File: src/rtl/uart_pkg.sv
`default_nettype none
// +----------------------------------------------------------------------+
// | uart_pkg : constants shared by uart_tx, uart_rx and uart_tx_arbiter  |
// | Rev 1.0                                                              |
// +----------------------------------------------------------------------+
package uart_pkg;

    localparam int UART_BYTE_W = 8;

    localparam logic [2:0] ST_IDLE      = 3'd0;
    localparam logic [2:0] ST_START     = 3'd1;
    localparam logic [2:0] ST_WAIT_BUSY = 3'd2;
    localparam logic [2:0] ST_WAIT_DONE = 3'd3;
    localparam logic [2:0] ST_HOLD      = 3'd4;

endpackage
`default_nettype wire

File: src/rtl/uart_tx_arbiter_rr_pick.sv
`default_nettype none
// +----------------------------------------------------------------------+
// | rr_pick : rotate-priority encoder, first set bit at or above ptr     |
// | Rev 1.0                                                              |
// +----------------------------------------------------------------------+
module rr_pick #(
    parameter int N_REQ = 4
) (
    input  logic [N_REQ-1:0]         req,
    input  logic [$clog2(N_REQ)-1:0] ptr,
    output logic                     found,
    output logic [$clog2(N_REQ)-1:0] idx
);

    localparam int PW = $clog2(N_REQ);

    logic [PW-1:0] cand [N_REQ];

    // cand[k] = (ptr + k) mod N_REQ; one spare bit keeps the sum exact
    for (genvar k = 0; k < N_REQ; k++) begin : g_cand
        logic [PW:0] sum;
        assign sum     = {1'b0, ptr} + (PW+1)'(k);
        assign cand[k] = (sum >= (PW+1)'(N_REQ)) ? PW'(sum - (PW+1)'(N_REQ)) : sum[PW-1:0];
    end

    always_comb begin
        found = 1'b0;
        idx   = '0;
        for (int k = N_REQ - 1; k >= 0; k--) begin
            if (req[cand[k]]) begin
                found = 1'b1;
                idx   = cand[k];
            end
        end
    end

endmodule
`default_nettype wire

File: src/rtl/uart_tx_arbiter.sv
`default_nettype none
// +----------------------------------------------------------------------+
// | uart_tx_arbiter : frame-locking round-robin share of one uart_tx     |
// | Rev 1.0                                                              |
// +----------------------------------------------------------------------+
module uart_tx_arbiter
    import uart_pkg::*;
#(
    parameter int N_REQ        = 4,
    parameter int LOCK_TIMEOUT = 65535
) (
    input  logic                           clk,
    input  logic                           rstn,
    input  logic [N_REQ-1:0]               req_valid,
    input  logic [UART_BYTE_W*N_REQ-1:0]   req_data,
    input  logic [N_REQ-1:0]               req_last,
    output logic [N_REQ-1:0]               req_ready,
    output logic [UART_BYTE_W-1:0]         tx_data,
    output logic                           tx_start,
    input  logic                           tx_busy,
    output logic [$clog2(N_REQ)-1:0]       grant_id,
    output logic                           grant_active
);

    localparam int IDW = $clog2(N_REQ);
    localparam int CW  = (LOCK_TIMEOUT > 0) ? $clog2(LOCK_TIMEOUT + 1) : 1;
    localparam logic [CW-1:0]  CNT_MAX = CW'(LOCK_TIMEOUT);
    localparam logic [IDW-1:0] LAST_ID = IDW'(N_REQ - 1);

    logic [2:0]     state;
    logic [IDW-1:0] ptr;
    logic [CW-1:0]  cnt;
    logic           last_w;

    logic           pick_found;
    logic [IDW-1:0] pick_idx;
    logic           accept;
    logic [IDW-1:0] sel;
    logic [IDW-1:0] next_ptr;
    logic           timeout_hit;

    rr_pick #(.N_REQ(N_REQ)) u_pick (
        .req   (req_valid),
        .ptr   (ptr),
        .found (pick_found),
        .idx   (pick_idx)
    );

    // In HOLD only the lock owner may be accepted
    always_comb begin
        accept = 1'b0;
        sel    = grant_id;
        if (state == ST_IDLE) begin
            accept = pick_found;
            sel    = pick_idx;
        end else if (state == ST_HOLD) begin
            accept = req_valid[grant_id];
        end
    end

    assign next_ptr    = (grant_id == LAST_ID) ? '0 : grant_id + 1'b1;
    assign timeout_hit = (LOCK_TIMEOUT != 0) && (cnt == CNT_MAX);

    always_ff @(posedge clk) begin
        if (!rstn) begin
            state        <= ST_IDLE;
            req_ready    <= '0;
            tx_start     <= 1'b0;
            tx_data      <= '0;
            grant_id     <= '0;
            grant_active <= 1'b0;
            ptr          <= '0;
            cnt          <= '0;
            last_w       <= 1'b0;
        end else begin
            req_ready <= '0;
            tx_start  <= 1'b0;
            case (state)
                ST_IDLE, ST_HOLD: begin
                    if (accept) begin
                        tx_data        <= req_data[sel*UART_BYTE_W +: UART_BYTE_W];
                        req_ready[sel] <= 1'b1;
                        tx_start       <= 1'b1;
                        grant_id       <= sel;
                        grant_active   <= 1'b1;
                        last_w         <= req_last[sel];
                        cnt            <= '0;
                        state          <= ST_START;
                    end else if (state == ST_HOLD) begin
                        if (timeout_hit) begin
                            grant_active <= 1'b0;
                            ptr          <= next_ptr;
                            state        <= ST_IDLE;
                        end else if (cnt != CNT_MAX) begin
                            cnt <= cnt + 1'b1;
                        end
                    end
                end
                ST_START: begin
                    state <= ST_WAIT_BUSY;
                end
                ST_WAIT_BUSY: begin
                    if (tx_busy) state <= ST_WAIT_DONE;
                end
                ST_WAIT_DONE: begin
                    if (!tx_busy) begin
                        if (last_w) begin
                            grant_active <= 1'b0;
                            ptr          <= next_ptr;
                            state        <= ST_IDLE;
                        end else begin
                            cnt   <= '0;
                            state <= ST_HOLD;
                        end
                    end
                end
                default: state <= ST_IDLE;
            endcase
        end
    end

endmodule
`default_nettype wire

File: config.mk
export PLATFORM = sky130hd
export DESIGN_NAME = uart_tx_arbiter
export DESIGN_NICKNAME = d
export VERILOG_FILES = /design/src/rtl/uart_pkg.sv /design/src/rtl/uart_tx_arbiter_rr_pick.sv /design/src/rtl/uart_tx_arbiter.sv
export SDC_FILE = /design/constraint.sdc
export NUM_CORES = 1
export LEC_CHECK = 0
export ABC_AREA = 0
export CAP_MARGIN = 20
export CORE_UTILIZATION = 52
export CTS_CLUSTER_DIAMETER = 120
export CTS_CLUSTER_SIZE = 12
export DETAILED_ROUTE_END_ITERATION = 8
export GPL_TIMING_DRIVEN = 0
export PLACE_DENSITY = 0.85
export SLEW_MARGIN = 20
export SYNTH_ARGS = -nofsm -noshare
export SYNTH_HDL_FRONTEND = slang
export SYNTH_SLANG_ARGS = --single-unit
File: constraint.sdc
create_clock -name clk -period 4.2 [get_ports clk]
set_input_delay 0.42 -clock clk [delete_from_list [all_inputs] [get_ports clk]]
set_output_delay 0.42 -clock clk [all_outputs]
set_load 0.05 [all_outputs]
# Word level (Yosys, flattened, before mapping)
# Cells that the tools add are included.
dict set report classes {
  n_eq_ne 18
  addsub 9
  n_mul 0
  n_shift 1
  n_reduce_logical 11
  div_mod_pow 0
  bitwise 0
  n_lt_le_gt_ge 11
  mux 57
}
# operator n
set ops {}
lappend ops {{$mux W16} 6}
lappend ops {{$pmux W16 S2} 1}
lappend ops {{$shiftx A32 B6 Y8} 1}
lappend ops {{$mux W2} 15}
lappend ops {{$mux W1} 19}
lappend ops {{$lt A2 B3 Y1 const B} 6}
lappend ops {{$mux W3} 6}
lappend ops {{$add A16 B1 Y16 const B} 1}
lappend ops {{$eq A16 B16 Y1 const B} 1}
lappend ops {{$ne A16 B16 Y1 const B} 1}
lappend ops {{$ne A2 B2 Y1 const B} 7}
lappend ops {{$bmux W1 S2} 6}
lappend ops {{$ne A3 B3 Y1 const B} 4}
lappend ops {{$pmux W3 S4} 1}
lappend ops {{$reduce_and A6 Y1} 2}
lappend ops {{$ge A3 B3 Y1 const B} 3}
lappend ops {{$sub A2 B1 Y2 const B} 4}
lappend ops {{$add A2 B2 Y3 const B} 2}
lappend ops {{$eq A3 B2 Y1 const B} 2}
lappend ops {{$reduce_and A5 Y1} 1}
lappend ops {{$pmux W2 S2} 1}
lappend ops {{$reduce_and A2 Y1} 2}
lappend ops {{$reduce_and A4 Y1} 1}
lappend ops {{$add A2 B1 Y3 const B} 1}
lappend ops {{other kinds (13)} 13}
dict set report word_totals {
  reg_bits 38
  inputBits 43
  n_memories 0
  latchBits 0
  rom_bits 0
  output_inout_bits 16
  ramBits 0
}

# Depth between registers and ports, before layout
dict set report depth {
  depth_word 14
  mapped_depth 8
}

# Cells and area by module
# From an unflattened synthesis, not the netlist that was laid out.
dict set report hier_totals {
  cells_unflattened 217
  area_unflattened_um2 2053.2
}
# module area_per_inst_um2 instances seq_area_each_um2 cells_each
set by_module_without_submodules {}
lappend by_module_without_submodules {uart_tx_arbiter 1975.6 1 760.7 204}
lappend by_module_without_submodules {rr_pick 77.6 1 0.0 13}

# Worst setup path after synthesis
# No wires, ideal clock.
dict set report synth_path {
  kind {reg2reg}
  start {register grant_id[0]}
  end {register cnt[3]}
  arrival_time_ps 2397
  setup_slack_ps 1677
  setup_ps 125
  stages_incl_launch_ff 7
  n_path_buf 1
  path_cell_list {dfxtp_1 -> mux4_1 -> mux2_4 -> nor4_4 -> clkbuf_1 -> or4_1 -> a21oi_2}
}
dict set report synth_between {
  elab_chain_cells 6
  word_cells_on_any_way 10
  classes_between {eq/ne (3); mux (6); reduce/logical (1)}
}
# element line_no
set synth_lines {}
lappend synth_lines {{start, declared} uart_tx_arbiter.sv:21} ;# output logic [$clog2(N_REQ)-1:0] grant_id,
lappend synth_lines {{start signal, assigned} uart_tx_arbiter.sv:84} ;# grant_id <= sel;
lappend synth_lines {{$bmux W1 S2 *} uart_tx_arbiter.sv:57} ;# accept = req_valid[grant_id];
lappend synth_lines {{$mux W1 (implied by the code) *} uart_tx_arbiter.sv:57}
lappend synth_lines {{$mux W1 *} uart_tx_arbiter.sv:56} ;# end else if (state == ST_HOLD) begin
lappend synth_lines {{$mux W1 *} uart_tx_arbiter.sv:53} ;# if (state == ST_IDLE) begin
lappend synth_lines {{$ne A3 B3 Y1 (no line) / $mux W16 (equally long branches)} -}
lappend synth_lines {{$reduce_and A6 Y1 (no line) / $pmux W16 S2 (equally long branches)} -}
lappend synth_lines {{end signal, assigned} uart_tx_arbiter.sv:95} ;# cnt <= cnt + 1'b1;
lappend synth_lines {{end, declared} uart_tx_arbiter.sv:32} ;# logic [CW-1:0] cnt;
# Every way passes the cells marked *; elsewhere a longest branch is shown, timed or not. The select of a mux whose other input is x is not followed.
# A chain may end at the register's enable or synchronous reset.

# Final worst setup path
dict set report layout_path {
  start {input port req_valid[3]}
  end {register cnt[12]}
}
dict set report layout_between {
  elab_chain_cells 9
  word_cells_on_any_way 22
  classes_between {eq/ne (3); mux (18); reduce/logical (1)}
}
# element line_no
set layout_lines {}
lappend layout_lines {{start, declared} uart_tx_arbiter.sv:14} ;# input logic [N_REQ-1:0] req_valid,
lappend layout_lines {{$bmux W1 S2} uart_tx_arbiter_rr_pick.sv:30} ;# if (req[cand[k]]) begin
lappend layout_lines {{$mux W1 (implied by the code)} uart_tx_arbiter_rr_pick.sv:30}
lappend layout_lines {{$mux W1 (4 in series)} uart_tx_arbiter_rr_pick.sv:30}
lappend layout_lines {{$mux W1 *} uart_tx_arbiter.sv:53}
lappend layout_lines {{$ne A3 B3 Y1 (no line) / $mux W16 (equally long branches)} -}
lappend layout_lines {{$reduce_and A6 Y1 (no line) / $pmux W16 S2 (equally long branches)} -}
# Marks and branches as above.

==> impl_metrics.json <==
{
  "grtUsageTotal_pct": 28.6,
  "timing.setup.critical_path_class": "primary input to flip-flop",
  "postLayoutSetupSlackWorst_ps": 1500,
  "synth_area_per_cell_um2": 8.92,
  "postLayoutCoreUtil_pct": 72.6,
  "critPathMaxFanout": 10,
  "synth_enable_flop_cells": 0,
  "internal-power_mw": 0.696,
  "synth-async-reset-ratio_pct": 0,
  "ctsHoldBuffers": 0,
  "cpPeakStageDelay_ps": 600,
  "clk_root_buffer_cell": "clkbuf_8",
  "wire_per_inst_um": 16.1,
  "pre_cts_setup_slack_ps": 1230,
  "place_area_um2": 2810,
  "r2r_slack_ps": 1610,
  "area_growth_pct": 33.9,
  "place_inst": 351,
  "hold_ws_ps": 497,
  "power.total_mw": 1.12,
  "crit-reg2reg-launch": "grant_id[0]$_SDFFE_PN0P_",
  "cp_slowest_cell": "or4_4",
  "power.clock.fraction_pct": 23.8,
  "end_kind": "flip-flop",
  "die_height_um": 66.6,
  "fin_setup_tns_ps": 0,
  "drt-total-wl_mm": 5.79,
  "drc_errors": 0,
  "seqPwrFrac_pct": 38.6,
  "antenna_cells": 0,
  "power_switching_mw": 0.421,
  "holdPathEnd": "tx_data[4]$_SDFFE_PN0P_",
  "timing.hold.worst.start": "tx_data[4]$_SDFFE_PN0P_",
  "outcome": "complete, no violations",
  "layout.cells.non_filler": 359,
  "synth_sequential_area_ratio_pct": 35.1,
  "tightest_slew_ps": 626,
  "synth.lib_cells_used.distinct": 47,
  "post-synth-top-area-fraction_pct": 35.1,
  "yosys.area.top_type": "dfxtp_1",
  "vdd_ir_drop_max_uv": 236,
  "power.density_cell_area_nw_per_um2": 385,
  "final_gp_congestion": 0.895,
  "clock_tree_from_tritoncts": "yes",
  "number_of_clock_buffers_inserted_by_tritoncts": 5,
  "ctsLongestPathBuffers": 2,
  "cts.reportedPaths.clkPinSlew_ps": 70,
  "fillers": 296,
  "holdCritPathClass": "flip-flop to flip-flop",
  "slew_violations": 0,
  "postSynthCellCount": 243,
  "number_of_global_route_vias_before_repair": 1985,
  "cts_resized": 0,
  "floorplan.io_pins": 59,
  "grt_start_max_net_pins": 12,
  "ys_ff_latch": 38,
  "setup_viol": 0,
  "route.antenna.remaining_nets": 0,
  "floorplan.initialDensity_pct": 54.2,
  "clock_insertion_delay_worst_skew_ps": 300,
  "dp_hpwl_mm": 4.20,
  "syn_area_um2": 2170,
  "r2r.worst_path.cells": 6,
  "max_cap_violations": 0,
  "fmax_mhz": 370,
  "clock_sink_count": 38,
  "postSynthNetCount": 288,
  "route.detailed.vias_per_inst": 6.04,
  "combPwrFrac_pct": 37.6,
  "port-buffer-count": 58,
  "design.final.nets": 353,
  "timing.final.crit_share_pct": 64.3,
  "die_area_um2": 4430,
  "worst_slew_margin_rel_pct": 58.0,
  "hold_violations": 0,
  "worst_ep_required_time_ps": 4360,
  "timing.hold.worst_path_depth": 2,
  "antenna_found_initial": 0,
  "cp_startpoint_kind": "primary input",
  "period_minus_slack_ps": 2700,
  "cts.repair_timing.setup_buffer_count": 0,
  "worst_ep_arrival_time_ps": 2860,
  "postLayoutCellArea_um2": 2900,
  "post_route_cells_drive_above_1_share_pct": 11.0,
  "fin_worst_skew_ps": 6.95,
  "dominant_synthesized_flop_cell": "dfxtp_1",
  "routed-via-count": 2167,
  "rsz_0062_raised_after_global_routing": "no",
  "dr.pass1.iters": 4,
  "synth_area_leaders": "dfxtp_1 (35%), mux2i_1 (9.7%), or4_1 (5.2%)",
  "power.switching_fraction_pct": 37.7,
  "core_area_um2": 4000,
  "r2r-end": "cnt[12]$_SDFFE_PN0P_",
  "fp-row-count": 23,
  "ctsHtreeMaxLevel": 2,
  "fp.dieW_um": 66.6,
  "cp_cell_sequence": "clkdlybuf4s50_1 > or4_4 > mux2_4 > nor4_4 > clkbuf_1 > or4_1 > a21oi_1",
  "layout.cells.most_common_list": "clkdlybuf4s50_1 (58), dfxtp_1 (38), mux2i_1 (21), nand3_1 (20), nor2_1 (18)",
  "static-leakage-power_nw": 0.951,
  "drt_iter0_markers": 270,
  "yosys_warns": 0,
  "most_common_cell_after_layout_fill_and_taps_aside": "clkdlybuf4s50_1",
  "first_pass_grt_wire_length_mm": 9.52,
  "globalRoute.totalOverflow": 0
}
==> worst max-delay path by stage <==
stage,slack (ps),startpoint,to
floorplan,1680,grant_id[0]$_SDFFE_PN0P_,cnt[3]$_SDFFE_PN0P_
global placement,1260,req_valid[3],cnt[12]$_SDFFE_PN0P_
global route,1420,req_valid[3],cnt[12]$_SDFFE_PN0P_
CTS,1540,req_valid[3],cnt[12]$_SDFFE_PN0P_
detailed placement,1230,req_valid[3],cnt[15]$_SDFFE_PN0P_
finish,1500,req_valid[3],cnt[12]$_SDFFE_PN0P_
==> registers in the layout (all words and copies together), names as in the netlist <==
signal        count
grant_id          2
cnt              16
tx_start          1
state             3
ptr               2
tx_data           8
last_w            1
req_ready         4
grant_active      1
==> area by class of cell <==
type | instances | area (um^2) | area share (%)
multi-input combinational | 187 | 1310 | 45.0
sequential | 38 | 761 | 26.2
timing repair buffer | 58 | 581 | 20.0
buffer | 15 | 90.1 | 3.10
clock buffer | 7 | 86.3 | 2.97
tap | 50 | 62.6 | 2.16
inverter | 3 | 11.3 | 0.388
clock inverter | 1 | 5.00 | 0.172
==> worst max-delay path, delay by kind of cell <==
family / cells / cell delay (ps)
and+or+nand+nor: 3 / 1200
buffers and inverters: 2 / 860
muxes: 1 / 330
AOI/OAI and AO/OA: 1 / 60
==> synthesized netlist by cell type (2+ instances only) <==
| cell type | count |
|---|---|
| o221ai_1 | 10 |
| or3_1 | 3 |
| nand3b_1 | 2 |
| nand4_1 | 7 |
| inv_1 | 3 |
| nand3_1 | 20 |
| o31ai_1 | 11 |
| o31ai_2 | 2 |
| nor3_1 | 5 |
| a21oi_1 | 7 |
| nand2b_1 | 5 |
| o21ai_0 | 3 |
| clkbuf_1 | 7 |
| ha_1 | 2 |
| mux2i_1 | 21 |
| o21ai_1 | 4 |
| nor4_1 | 2 |
| buf_2 | 5 |
| a211o_1 | 2 |
| nand2_1 | 16 |
| nor2_1 | 18 |
| dfxtp_1 | 38 |
| and4_1 | 2 |
| or4_1 | 15 |
| a21oi_2 | 10 |
| nor2b_1 | 2 |
==> cells by family after synthesis <==
family / count (synthesis) / synth area share, %
DFF: 38 / 35.1
and+or+nand+nor: 104 / 26.9
buffers and inverters: 18 / 4.67
muxes: 23 / 11.6
adders and majority gates: 2 / 1.15
AOI/OAI and AO/OA: 58 / 20.5
==> power by group through the flow <==
stage          clock [mW]  combinational [mW]  sequential [mW]
4_1_cts             0.269               0.420            0.430
3_3_place_gp            0               0.413            0.436
5_1_grt             0.287               0.449            0.437
6_report            0.266               0.421            0.431
2_1_floorplan           0               0.173            0.533
3_5_place_dp            0               0.417            0.438
==> routing by layer <==
layer | GRT usage [%] | vias to the layer above | part of all wire, %
met5 | 0 | - | 0
met4 | 11.4 | 0 | 2.3
met3 | 8.90 | 14 | 6.6
met2 | 41.7 | 73 | 47
met1 | 38.6 | 1006 | 45
li1 | - | 1074 | -
No activity file was read; power rests on OpenSTA's default activity.
